## config.mk

```make
export PLATFORM = sky130hd
export DESIGN_NAME = mul_sequencer
export DESIGN_NICKNAME = d
export VERILOG_FILES = /design/src/rtl/mul_sequencer_pkg.sv /design/src/rtl/mul_sequencer.sv
export SDC_FILE = /design/constraint.sdc
export NUM_CORES = 1
export LEC_CHECK = 0
export BUFFER_PORTS_ARGS = -buffer_cell sky130_fd_sc_hd__clkbuf_2
export CAP_MARGIN = 20
export CORE_ASPECT_RATIO = 0.5
export CORE_UTILIZATION = 25
export CTS_CLUSTER_SIZE = 28
export DETAILED_ROUTE_END_ITERATION = 8
export GPL_TIMING_DRIVEN = 0
export PLACE_DENSITY = 0.51
export SYNTH_ARGS = -nofsm -noshare
export SYNTH_HDL_FRONTEND = slang
export SYNTH_SLANG_ARGS = --single-unit
```

## constraint.sdc

```tcl
create_clock -name clk -period 1.76 [get_ports clk]
set_clock_uncertainty 0.1 [all_clocks]
set_input_delay 0.264 -clock clk [delete_from_list [all_inputs] [get_ports clk]]
set_output_delay 0.264 -clock clk [all_outputs]
set_load 0.01 [all_outputs]
```

## src/rtl/mul_sequencer_pkg.sv

```systemverilog
`default_nettype none
// +--------------------------------------------------------------------------+
// | mul_sequencer_pkg: opcode constants and FSM state type for mul_sequencer |
// | Rev 1.0                                                                  |
// +--------------------------------------------------------------------------+
package mul_sequencer_pkg;

  localparam int C_BUS_WIDTH    = 8;
  localparam int C_PREFIX_WIDTH = 2;
  localparam int C_INST_WIDTH   = 3;
  localparam logic [C_PREFIX_WIDTH+C_INST_WIDTH-1:0] C_OP_ADD = 5'b10000;

  typedef enum logic [2:0] {
    S_IDLE   = 3'd0,
    S_CHECK  = 3'd1,
    S_ADD_LO = 3'd2,
    S_ADD_HI = 3'd3,
    S_SHIFT  = 3'd4,
    S_DONE   = 3'd5
  } state_e;

endpackage
`default_nettype wire

```

## src/rtl/mul_sequencer.sv

```systemverilog
`default_nettype none
// +--------------------------------------------------------------------------+
// | mul_sequencer: unsigned shift-add multiplier using an external ALU       |
// | Rev 1.0                                                                  |
// +--------------------------------------------------------------------------+
module mul_sequencer
  import mul_sequencer_pkg::*;
#(
  parameter int BUS_WIDTH    = C_BUS_WIDTH,
  parameter int PREFIX_WIDTH = C_PREFIX_WIDTH,
  parameter int INST_WIDTH   = C_INST_WIDTH,
  parameter logic [PREFIX_WIDTH+INST_WIDTH-1:0] OP_ADD =
    (PREFIX_WIDTH+INST_WIDTH)'(C_OP_ADD)
) (
  input  logic                               clk,
  input  logic                               rst,
  input  logic                               start,
  input  logic [BUS_WIDTH-1:0]               mul_a,
  input  logic [BUS_WIDTH-1:0]               mul_b,
  output logic                               busy,
  output logic                               done,
  output logic [2*BUS_WIDTH-1:0]             product,
  output logic [PREFIX_WIDTH+INST_WIDTH-1:0] alu_opcode,
  output logic [BUS_WIDTH-1:0]               alu_a,
  output logic [BUS_WIDTH-1:0]               alu_b,
  output logic                               alu_cin,
  input  logic [BUS_WIDTH-1:0]               alu_y,
  input  logic                               alu_cout
);

  localparam int W = BUS_WIDTH;

  state_e           state_q, state_d;
  logic [2*W-1:0]   p_q, p_d;
  logic [2*W-1:0]   m_q, m_d;
  logic [W-1:0]     q_q, q_d;
  logic             carry_q, carry_d;
  logic [2*W-1:0]   product_q, product_d;

  always_ff @(posedge clk) begin
    if (rst) begin
      state_q   <= S_IDLE;
      p_q       <= '0;
      m_q       <= '0;
      q_q       <= '0;
      carry_q   <= 1'b0;
      product_q <= '0;
    end else begin
      state_q   <= state_d;
      p_q       <= p_d;
      m_q       <= m_d;
      q_q       <= q_d;
      carry_q   <= carry_d;
      product_q <= product_d;
    end
  end

  always_comb begin
    state_d    = state_q;
    p_d        = p_q;
    m_d        = m_q;
    q_d        = q_q;
    carry_d    = carry_q;
    product_d  = product_q;
    alu_opcode = '0;
    alu_a      = '0;
    alu_b      = '0;
    alu_cin    = 1'b0;

    case (state_q)
      S_IDLE: begin
        if (start) begin
          m_d     = {{W{1'b0}}, mul_a};
          q_d     = mul_b;
          p_d     = '0;
          state_d = S_CHECK;
        end
      end
      S_CHECK: begin
        // Product is captured on the way into DONE so it is valid alongside done.
        if (q_q == '0) begin
          product_d = p_q;
          state_d   = S_DONE;
        end else if (q_q[0]) begin
          state_d = S_ADD_LO;
        end else begin
          state_d = S_SHIFT;
        end
      end
      S_ADD_LO: begin
        alu_opcode       = OP_ADD;
        alu_a            = m_q[W-1:0];
        alu_b            = p_q[W-1:0];
        p_d[W-1:0]       = alu_y;
        carry_d          = alu_cout;
        state_d          = S_ADD_HI;
      end
      S_ADD_HI: begin
        alu_opcode       = OP_ADD;
        alu_a            = m_q[2*W-1:W];
        alu_b            = p_q[2*W-1:W];
        alu_cin          = carry_q;
        p_d[2*W-1:W]     = alu_y;
        state_d          = S_SHIFT;
      end
      S_SHIFT: begin
        m_d     = m_q << 1;
        q_d     = q_q >> 1;
        state_d = S_CHECK;
      end
      S_DONE: begin
        state_d = S_IDLE;
      end
      default: begin
        state_d = S_IDLE;
      end
    endcase
  end

  assign busy    = (state_q != S_IDLE);
  assign done    = (state_q == S_DONE);
  assign product = product_q;

endmodule
`default_nettype wire

```

Yosys cells after proc, flatten, opt, wreduce, memory -nomap -nowiden
Index checks and enable logic that the tools add are counted.
{"block": "op_classes", "n_mux": 15, "reduce_logical": 11, "eq_ne": 6}
{"op": "case mux 8 bit (2 select lines)", "n": 5}
{"op": "2-to-1 mux 16 bit", "n": 2}
{"op": "case mux 16 bit (2 select lines)", "n": 1}
{"op": "case mux 3 bit (5 select lines)", "n": 1}
{"op": "2-to-1 mux 3 bit", "n": 3}
{"op": "zero test 8 bit", "n": 1}
{"op": "2-to-1 mux 8 bit", "n": 1}
{"op": "AND reduction 2 bit", "n": 4}
{"op": "equality test 3 x 2 -> 1 bit (second input constant)", "n": 2}
{"op": "equality test 3 bit (second input constant)", "n": 2}
{"op": "nonzero test 2 bit", "n": 3}
{"op": "2-to-1 mux 5 bit", "n": 1}
{"op": "equality test 3 x 1 -> 1 bit (second input constant)", "n": 1}
{"op": "zero test 3 bit", "n": 1}
{"op": "nonzero test 3 bit", "n": 1}
{"op": "inequality test 2 bit (second input constant)", "n": 1}
{"op": "OR reduction 2 bit", "n": 1}
{"op": "2-to-1 mux 1 bit", "n": 1}
{"block": "word_totals", "output_inout_bits": 40, "ff_bits": 60, "wordCells": 39}

Logic depth before layout (Yosys ltp)
{"block": "logic_depth", "word_depth": 3, "depth_mapped": 6, "mapped_depth_nobuf": 3}

Least setup slack after synthesis
No wires, ideal clock.
{"block": "synth_path", "path_type": "register to output", "start": "register state_q[0]", "end": "output alu_cin", "n_path_buf": 2, "arrival_ps": 1263, "stages_incl_launch_ff": 6, "slack_ps": 133, "cell_sequence": "dfxtp_1 buf_4 nand2_1 nor2_2 buf_4 and2_1"}
{"block": "synth_via", "elab_chain_len": 2}
{"item": "from (decl)", "line": "mul_sequencer.sv:33", "source": "state_e state_q, state_d;"}
{"item": "from (signal assigned)", "line": "mul_sequencer.sv:49", "source": "state_q <= state_d;"}
{"item": "equality test 3 x 2 -> 1 bit", "line": "mul_sequencer.sv:70", "source": "case (state_q)"}
{"item": "2-to-1 mux 1 bit", "line": "mul_sequencer.sv:70"}
{"item": "to (decl)", "line": "mul_sequencer.sv:26", "source": "output logic alu_cin,"}
No other way between the ends.

Final worst setup path
{"block": "layout_path", "start": "register state_q[0]", "end": "output alu_b[7]"}
{"block": "layout_via", "elab_chain_len": 2}
{"item": "equality test 3 x 2 -> 1 bit", "line": "mul_sequencer.sv:70"}
{"item": "case mux 8 bit (2 select lines) *", "line": "mul_sequencer.sv:70"}
{"item": "to (decl)", "line": "mul_sequencer.sv:25", "source": "output logic [BUS_WIDTH-1:0] alu_b,"}
Every way passes the cells marked *; elsewhere a longest branch is shown, timed or not.

==> results.tsv <==
stage	metric	value	unit
status	outcome	finished, violations left	
status	violated checks	setup timing	
worst_setup_path	slowest stage cell, crit path	dfxtp_4	
detailed_routing	initial DRC count	125	
power	Power, Total	3750	uW
floorplan	IO Count	68	
synthesis	Mapped Cells	295	
placement	DP Wirelength	5600	um
detailed_routing	drt total wl	8260	um
floorplan	Die H	76.8	um
sta	Slew headroom	56.1	%
sta	maximum clock frequency	507	MHz
sta	Max Slew Vio Count	0	
synthesis	Synth cell types	35	
floorplan	Std-Cell Core Area	0.0105	mm2
floorplan	die width	152	um
synthesis	Post-Synth Simple-Gate Area	18.0	%
worst_setup_path	critical path required time	1.40	ns
finish	Post-layout nets	419	
floorplan	Starting Density	26.6	%
synthesis	largest family of logic cells by synthesized area	compound AO/OA/AOI/OAI gates	
finish	Ant. Diodes	0	
sta	Slew @ Worst Pin	0.656	ns
worst_setup_path	critical-path maximum fanout	5	
sta	Tmin final	1.97	ns
placement	placed cell area	0.00330	mm2
placement	PortBufs	63	
synthesis	#FFs+latches synth	60	
sta	Tcrit/Tclk final	112	%
floorplan	die area	0.0117	mm2
clocking	Worst-Skew Late Latency	0.33	ns
clocking	Sink Count	60	
finish	final instance area	0.00380	mm2
synthesis	Avg Cell Area, Syn	9.49	um2
placement	Post-Place Worst Slack	-0.348	ns
global_routing	GRT Residual Overflow	0	
clocking	number of CTS-inserted buffers	9	
global_routing	initial antenna violation count	0	
finish	area grow syn2layout	35.9	%
worst_setup_path	Critical Path End Type	output port	
synthesis	mux cell area share after synthesis	11.1	%
power	Pleak	0.00149	uW
sta	fin worst setup slack	-0.212	ns
finish	most common cell after layout, fill and taps aside	dfxtp_1	
sta	Final setup viols	18	
clocking	Root Driver	clkbuf_16	
global_routing	first-pass GRT wire length	13300	um
worst_hold_path	Hold WC Path Type	primary input to register	
worst_setup_path	CP cell instances	buf_8 > nor3b_4 > buf_6 > a22o_1 > buf_2	
clocking	CTS clk-pin slew, worst paths	0.05	ns
sta	RSZ-0062 raised after global routing	true	
placement	Final GP Congestion	0.711	
synthesis	Synth Area in Compound Gates	21.4	%
placement	Inst Count DP	501	
detailed_routing	DR pass1 iterations	4	
global_routing	total global-route track usage	15.3	%
finish	Final Instance Count excl. Fillers	533	
global_routing	largest net degree at the start of global routing	11	
worst_setup_path	CP Class	register to output port	
job	MaxCap Viol Count	0	
finish	Util after Layout	36.1	%
clocking	maximum buffer depth of the clock tree	2	
detailed_routing	via count	2500	
floorplan	Rows	26	
power	maximum vdd drop	0.428	mV
clocking	CTS tree	yes	
clocking	CTS H-tree depth	3	
finish	most frequent cells in the layout	dfxtp_1, clkbuf_2, a21oi_1, nand2b_1, mux2i_1	
synthesis	post-synthesis adder-cell area fraction	0	%
synthesis	fraction of the yosys area taken by sequential cells	42.9	%
synthesis	XOR/XNOR share of the synthesized area	0	%
clocking	hold_buf cts	0	
detailed_routing	DRT antenna net count	0	
detailed_routing	DRC viols	0	
worst_setup_path	Worst setup SP type	register	
sta	Final Hold Violating Endpoints	0	
worst_setup_path	slowest stage delay, CP	0.34	ns
worst_setup_path	WP data arrival	1.61	ns
detailed_routing	Via-to-Cell Ratio	4.69	
synthesis	Synthesis Warnings	0	
global_routing	vias in the first global route	2463	
detailed_routing	routed wire length per instance	15.5	um
synthesis	Syn Std Cell Area	0.00280	mm2
power	pwr dens	985	mW/mm2
finish	layout cells sized above 1	33.1	%
worst paths after layout:
check | slack, ns | startpoint | end | depth (start not counted)
worst min-delay path | 0.06 | alu_y[6] | p_q[14]$_SDFFE_PP0P_ | 2
worst min register to register | 0.36 | m_q[11]$_SDFFE_PP0P_ | m_q[12]$_SDFFE_PP0P_ | 2
worst max register to register | 0.08 | state_q[2]$_SDFFE_PP0P_ | product[14]$_SDFFE_PP0P_ | 7
worst max-delay path | -0.21 | state_q[0]$_SDFFE_PP0P_ | alu_b[7] | 5
state kept, by name (all words and copies together) (netlist names):
signal,cells
m_q,16
p_q,16
state_q,3
product,16
carry_q,1
q_q,8
metrics by stage:
step,TNS [ns],hold slack [ns]
after floorplan,0,0.281
after global placement,-4.47,0.355
after detailed placement,-4.78,0.360
after CTS,-3.07,0.0514
after global routing,-4.43,0.0546
final,-2.94,0.0633
synthesized netlist by cell type:
master | instances | area (um2)
dfxtp_1 | 60 | 1200
a21oi_1 | 33 | 165
nand2b_1 | 33 | 206
mux2i_1 | 31 | 310
nand2_1 | 20 | 75.1
a22o_1 | 16 | 140
o21ai_0 | 16 | 80.1
a211oi_1 | 13 | 97.6
buf_4 | 11 | 82.6
clkbuf_1 | 9 | 33.8
o2bb2ai_1 | 8 | 70.1
nor2b_1 | 6 | 37.5
nor2_1 | 5 | 18.8
buf_6 | 3 | 33.8
or2_2 | 3 | 18.8
and2_1 | 2 | 12.5
buf_1 | 2 | 7.51
buf_2 | 2 | 10.0
nor2_2 | 2 | 12.5
nor3_1 | 2 | 10.0
nor3b_4 | 2 | 37.5
nor4bb_1 | 2 | 20.0
o21bai_1 | 2 | 15.0
a211oi_2 | 1 | 12.5
a21oi_2 | 1 | 8.76
a221oi_1 | 1 | 8.76
and4_1 | 1 | 8.76
buf_8 | 1 | 15.0
conb_1 | 1 | 3.75
nand4_1 | 1 | 6.26
nor3_2 | 1 | 10.0
nor4_1 | 1 | 6.26
nor4b_1 | 1 | 8.76
or3_1 | 1 | 6.26
or3b_2 | 1 | 8.76
area by class of cell:
cell class,count,area (um2)
fill,1145,6740
multi-input combinational,210,1480
sequential,60,1210
timing repair buffer,83,483
clock buffer,13,240
buffer,27,216
tap,140,175
layer usage:
| layer | wire length [um] | vias up | GRT usage [%] |
|---|---|---|---|
| li1 | - | 1242 | - |
| met1 | 4060 | 1199 | 20.6 |
| met2 | 3650 | 50 | 22.5 |
| met3 | 434 | 9 | 5.18 |
| met4 | 116 | 0 | 5.35 |
| met5 | 0 | - | 0 |
worst max-delay path, delay by kind of cell (launching register included):
family                 cells  cell delay [ns]
AO/OA/AOI/OAI              1             0.16
buffers and inverters      3             0.45
flip-flops                 1             0.34
AND/OR/NAND/NOR            1             0.33
cell families after synthesis:
family / count (synthesis)
flip-flops: 60
AND/OR/NAND/NOR: 84
multiplexers: 31
other: 1
AO/OA/AOI/OAI: 91
buffers and inverters: 28
what timing repair did:
item,CTS,global route
cloned,2,0
setup buffers,12,6
gates resized for setup,21,25
pin swaps,17,9
endpoints found under the setup margin,40,43
power by group:
group / internal, uW / switching, uW / total, uW / leakage, uW
Combinational: 345 / 400 / 745 / 0.000890
Sequential: 1440 / 74.9 / 1520 / 0.000489
Clock: 927 / 558 / 1490 / 0.000116
Note: power is estimated with default switching activity, not from simulation.
